--- src/rtl/edge_detection_pkg.sv ---
// Shared types and constants for the streaming Sobel edge detector.
// The pixel and window types are fixed at the package pixel width.
package edge_detection_pkg;

  localparam int unsigned DATA_W = 8;
  localparam int unsigned GRAD_W = 12;

  localparam logic [GRAD_W-1:0] MAX_PIX = 12'd255;

  typedef logic [DATA_W-1:0] pix_t;

  // [row][col]: row 0 is the oldest line, col 0 the oldest column.
  typedef logic [2:0][2:0][DATA_W-1:0] window_t;

  // Zero-extends a pixel into the signed gradient domain.
  function automatic logic signed [GRAD_W-1:0] pix_to_grad(input pix_t p);
    return $signed({{(GRAD_W - DATA_W){1'b0}}, p});
  endfunction

endpackage

--- src/rtl/edge_detection_sobel_kernel.sv ---
// Combinational 3x3 Sobel operator: |Gx| + |Gy| saturated to the pixel range.
// Window row 0 is the top row of the neighbourhood, column 0 the left column.
module sobel_kernel
  import edge_detection_pkg::*;
(
  input  window_t win_i,
  output pix_t    mag_o
);

  logic signed [GRAD_W-1:0] gx;
  logic signed [GRAD_W-1:0] gy;
  logic        [GRAD_W-1:0] abs_gx;
  logic        [GRAD_W-1:0] abs_gy;
  logic        [GRAD_W-1:0] mag;

  always_comb begin
    gx = pix_to_grad(win_i[0][2])
       + (pix_to_grad(win_i[1][2]) <<< 1)
       + pix_to_grad(win_i[2][2])
       - pix_to_grad(win_i[0][0])
       - (pix_to_grad(win_i[1][0]) <<< 1)
       - pix_to_grad(win_i[2][0]);

    gy = pix_to_grad(win_i[2][0])
       + (pix_to_grad(win_i[2][1]) <<< 1)
       + pix_to_grad(win_i[2][2])
       - pix_to_grad(win_i[0][0])
       - (pix_to_grad(win_i[0][1]) <<< 1)
       - pix_to_grad(win_i[0][2]);
  end

  // Each magnitude is at most 1020, so the sum cannot overflow GRAD_W bits.
  always_comb begin
    abs_gx = gx[GRAD_W-1] ? GRAD_W'(-gx) : GRAD_W'(gx);
    abs_gy = gy[GRAD_W-1] ? GRAD_W'(-gy) : GRAD_W'(gy);
    mag    = abs_gx + abs_gy;
  end

  assign mag_o = (mag > MAX_PIX) ? MAX_PIX[DATA_W-1:0] : mag[DATA_W-1:0];

endmodule

--- src/rtl/edge_detection.sv ---
// Streaming 3x3 Sobel edge detector: raster-order pixels in, one saturated
// gradient per interior pixel out, two clocks after the completing accept.
module edge_detection #(
  parameter int unsigned IMG_WIDTH  = 10,
  parameter int unsigned IMG_HEIGHT = 10,
  parameter int unsigned DATA_W     = 8
) (
  input  logic              clk,
  input  logic              reset,
  input  logic [DATA_W-1:0] pixel_input,
  input  logic              pixel_valid,
  output logic [DATA_W-1:0] edge_output,
  output logic              edge_output_valid
);

  import edge_detection_pkg::*;

  localparam int unsigned ColW = $clog2(IMG_WIDTH);
  localparam int unsigned RowW = $clog2(IMG_HEIGHT);

  logic [ColW-1:0] col_q, col_d;
  logic [RowW-1:0] row_q, row_d;

  // Line buffers: prev1 holds row r-1, prev2 holds row r-2 at each column.
  pix_t lb_prev1_q [IMG_WIDTH];
  pix_t lb_prev2_q [IMG_WIDTH];

  window_t win_q, win_d;
  logic    done_q, done_d;

  pix_t kern_mag;
  pix_t mag_q, mag_d;
  logic mag_valid_q, mag_valid_d;
  pix_t out_q, out_d;
  logic out_valid_q, out_valid_d;

  always_comb begin
    col_d  = col_q;
    row_d  = row_q;
    win_d  = win_q;
    done_d = 1'b0;
    if (pixel_valid) begin
      if (col_q == ColW'(IMG_WIDTH - 1)) begin
        col_d = '0;
        row_d = (row_q == RowW'(IMG_HEIGHT - 1)) ? '0 : row_q + 1'b1;
      end else begin
        col_d = col_q + 1'b1;
      end
      for (int r = 0; r < 3; r++) begin
        win_d[r][0] = win_q[r][1];
        win_d[r][1] = win_q[r][2];
      end
      win_d[0][2] = lb_prev2_q[col_q];
      win_d[1][2] = lb_prev1_q[col_q];
      win_d[2][2] = pixel_input;
      done_d      = (row_q >= RowW'(2)) && (col_q >= ColW'(2));
    end
  end

  always_comb begin
    mag_d       = done_q ? kern_mag : mag_q;
    mag_valid_d = done_q;
    out_d       = mag_valid_q ? mag_q : out_q;
    out_valid_d = mag_valid_q;
  end

  always_ff @(posedge clk or negedge reset) begin
    if (!reset) begin
      col_q       <= '0;
      row_q       <= '0;
      win_q       <= '0;
      done_q      <= 1'b0;
      mag_q       <= '0;
      mag_valid_q <= 1'b0;
      out_q       <= '0;
      out_valid_q <= 1'b0;
    end else begin
      col_q       <= col_d;
      row_q       <= row_d;
      win_q       <= win_d;
      done_q      <= done_d;
      mag_q       <= mag_d;
      mag_valid_q <= mag_valid_d;
      out_q       <= out_d;
      out_valid_q <= out_valid_d;
    end
  end

  // Contents are only consumed after being rewritten in the current frame,
  // so the buffers carry no reset.
  always_ff @(posedge clk) begin
    if (pixel_valid) begin
      lb_prev2_q[col_q] <= lb_prev1_q[col_q];
      lb_prev1_q[col_q] <= pixel_input;
    end
  end

  sobel_kernel u_sobel_kernel (
    .win_i (win_q),
    .mag_o (kern_mag)
  );

  assign edge_output       = out_q;
  assign edge_output_valid = out_valid_q;

endmodule

--- config.mk ---
export PLATFORM = sky130hd
export DESIGN_NAME = edge_detection
export DESIGN_NICKNAME = d
export VERILOG_FILES = /design/src/rtl/edge_detection_pkg.sv /design/src/rtl/edge_detection_sobel_kernel.sv /design/src/rtl/edge_detection.sv
export SDC_FILE = /design/constraint.sdc
export NUM_CORES = 1
export LEC_CHECK = 0
export ABC_CLOCK_PERIOD_IN_PS = 20600
export CORE_MARGIN = 8
export CORE_UTILIZATION = 45
export DETAILED_ROUTE_END_ITERATION = 8
export PLACE_DENSITY = 0.6
export SLEW_MARGIN = 20
export SYNTH_ARGS = -nofsm -noshare
export SYNTH_HDL_FRONTEND = slang
export SYNTH_SLANG_ARGS = --single-unit
--- constraint.sdc ---
create_clock -name clk -period 20.6 [get_ports clk]
set_clock_uncertainty 0.1 [all_clocks]
set_input_delay 4.12 -clock clk [delete_from_list [all_inputs] [get_ports clk]]
set_output_delay 4.12 -clock clk [all_outputs]
set_load 0.02 [all_outputs]
==> run_results.csv <==
group,metric,value,unit
final_layout,nets,1196,
yosys,yosysSeqAreaShare,53.21,%
detailed_routing,drt_wl_total,27680,um
worst_setup_path,cp_data_arrival_time,7.85,ns
detailed_routing,wl_per_cell,18.49,um
grt,grt_max_degree,74,
sta,fin_crit_sh,36.65,%
floorplan,ios,20,
final_layout,layout_common_cells,"160 x edfxtp_1, 102 x inv_1, 98 x dfrtp_1",
final_layout,n_antenna_cell,0,
sta,setup_viol,0,
floorplan,fp.dieW,190.4,um
floorplan,num_rows,64,
floorplan,dieArea,0.03625,sq mm
detailed_routing,ant_nets,0,
worst_setup_path,critPathCaptureType,"flop",
clock_network,clk_latency,0.57,ns
sta,period_minus_slack,7.549,ns
clock_network,cts_tree,"done",
worst_setup_path,path_max_fanout,10,
final_layout,area_growth,11.81,%
job,max-cap-violations,0,
sta,max_clock_freq,132.5,MHz
yosys,synth_warnings,0,
clock_network,ctsResizeCount,0,
grt,grt_first_pass_wirelength,45940,um
floorplan,start_util,45.21,%
yosys,synth_ff_type,"edfxtp_1",
yosys,synth_cells,1053,
yosys,async_flop_share,38.22,%
place,gp_congestion,0.8287,
clock_network,cts_made_buffers,28,
floorplan,core,0.03027,sq mm
yosys,ys_seq_elements,259,
sta,hold_viol_final,0,
yosys,synth-edff-count,160,
final_layout,fill_cells,2669,
detailed_routing,drc_errors,0,
clock_network,cts_sinks,259,
detailed_routing,post_drt_via_cell_ratio,5.401,
final_layout,drive_gt1_share,14.17,%
yosys,netlist_area,0.01368,sq mm
clock_network,clkTransAtPathRegs,0.07,ns
final_layout,layout_commonest_cell,"edfxtp_1",
clock_network,htreeDepth,1,
outcome,outcome,"complete, no violations",
clock_network,root_buffer,"clkbuf_16",
worst_setup_path,critical_path_required,20.90,ns
clock_network,post_cts_buffers,0,
detailed_routing,first_pass_iters,5,
sta,tightest_slew,1.026,ns
sta,setup_tns,0,ns
sta,max-slew-margin-rel,31.20,%
hold_path,min_path_type,"flop to flop",
place,numPortBuffers,19,
detailed_routing,initialDrtViolationCount,494,
grt,grt_pass1_vias,8431,
clock_network,postCtsHoldBufs,0,
floorplan,die_h,190.4,um
yosys,synth_cell_types,59,
sta,rsz0062_at_grt,"no",
grt,grt_use_total,15.77,%
yosys,syn-num-nets,1170,
grt,antenna_found_initial,0,
detailed_routing,vias,8085,
worst_setup_path,crit_type,"flop to flop",
place,dp_hpwl,19030,um
yosys,synth_area_per_cell,13.00,sq um
worst_setup_path,critPathLaunchType,"flop",
grt,overflow,0,
sta,drv_slew,0,
clock_network,clk_path_buf_depth,3,
logic make-up after synthesis:
kind of cell | after synthesis | share of synthesized area (%)
XOR/XNOR | 55 | 3.520
flip-flops | 259 | 53.21
buffers and inverters | 142 | 3.922
AO/OA/AOI/OAI | 185 | 8.860
AND/OR/NAND/NOR | 207 | 7.488
multiplexers | 99 | 10.62
adder cells (fa/ha/maj) | 106 | 12.38
critical path, cell delays in order (launching register included):
cell and delay, ns:
dfrtp_1 0.41, ha_1 0.28, a21o_1 0.19, a21oi_1 0.27, o21ai_0 0.14, a21oi_1 0.27
xnor2_1 0.11, fa_1 0.48, inv_1 0.05, fa_1 0.51, inv_1 0.05, ha_1 0.40
a2111oi_2 0.40, o21ai_1 0.17, a41oi_1 0.38, o31a_1 0.41, nand2_1 0.12, xnor2_1 0.16
ha_1 0.36, nand2_1 0.06, o21ai_0 0.35, a41o_1 0.27, nor4_1 0.06, a311oi_1 0.77
nand3_1 0.21, nor4_1 0.33, a211oi_1 0.08
sequential cells by signal (all words and copies together), names as in the netlist:
name / cells
lb_prev1_q: 80
lb_prev2_q: 80
win_q: 72
edge_output: 8
mag_q: 8
col_q: 4
row_q: 4
done_q: 1
edge_output_valid: 1
mag_valid_q: 1
cell type report:
cell class	instances	area [sq um]	area share (%)
timing repair buffer	36	332.8	2.175
tap	396	495.5	3.238
multi-input combinational	652	5892	38.51
clock inverter	12	115.1	0.7523
sequential	259	7286	47.62
inverter	102	382.9	2.502
clock buffer	40	797.0	5.209
stage by stage:
step                instance area (sq um)  hold WS, ns  cells  utilization [%]  setup slack, ns
floorplan                           13680       0.2519   1053                -            13.67
CTS                                 15270       0.3557   1496            50.46            13.04
global placement                    14360       0.3596   1444            47.45            13.16
global route                        15300       0.4074   1497            50.55            12.34
detailed placement                  14360       0.3672   1444            47.45            13.09
finish                              15300       0.3609   1497            50.55            13.05
cell usage after synthesis (2+ instances only):
cell      instances  area (sq um)
ha_1             57         713.2
o211ai_1         11         82.58
a221o_1           2         20.02
o31ai_1           4         30.03
a311oi_1          2         17.52
nor4_1           11         68.82
o21a_1            3         22.52
nor2_1           45         168.9
o41ai_1           2         17.52
clkbuf_1         29         108.9
xnor2_1          34         297.8
a21o_1           12         90.09
a41oi_1           2         17.52
fa_1             49         980.9
o21ai_0          60         300.3
mux2_2           49         551.8
buf_1             8         30.03
nand4_1           3         18.77
nand3_1          12         60.06
a31oi_1           4         25.02
a21oi_1          38         190.2
xor2_1           21         183.9
o21bai_1          9         67.56
edfxtp_1        160          4805
or3_1             3         18.77
and2_1            6         37.54
a41o_1            2         20.02
nor2b_1          18         112.6
mux2i_1          18         180.2
dfrtp_1          99          2477
or2_2             2         12.51
nand3b_1          6         45.04
a211oi_1         20         150.1
nor3_1           16         80.08
and4_1            4         35.03
nand2b_1          4         25.02
inv_1           102         382.9
nand2_1          64         240.2
mux4_2           32         720.7
buf_2             3         15.01
nor3b_1           5         37.54
and3_1            5         31.28
worst paths after layout:
kind / from / endpoint / slack, ns / cells after the start
max: win_q[57] / mag_q[6] / 13.05 / 26
min: win_q[36] / win_q[28] / 0.36 / 2
max reg2reg: win_q[57] / mag_q[6] / 13.05 / 26
min reg2reg: win_q[36] / win_q[28] / 0.36 / 2
max in group asynchronous: reset / win_q[26] / 16.04 / 3
min in group asynchronous: reset / edge_output[5] / 3.39 / 1
per-layer routing:
metal  part of all wire [%]  wire length, um  global-route usage, %  vias up
met2                     48            13310                  26.23      109
met1                     47            13110                  21.85     4082
met4                    1.8              510                  3.401        0
li1                       -                -                      -     3858
met3                    2.7              748                  2.121       36
met5                      0                0                      0        -
Power is left out: the tool's default activity adds up to more than one toggle a clock period on the data nets, which glitch-free logic cannot reach.
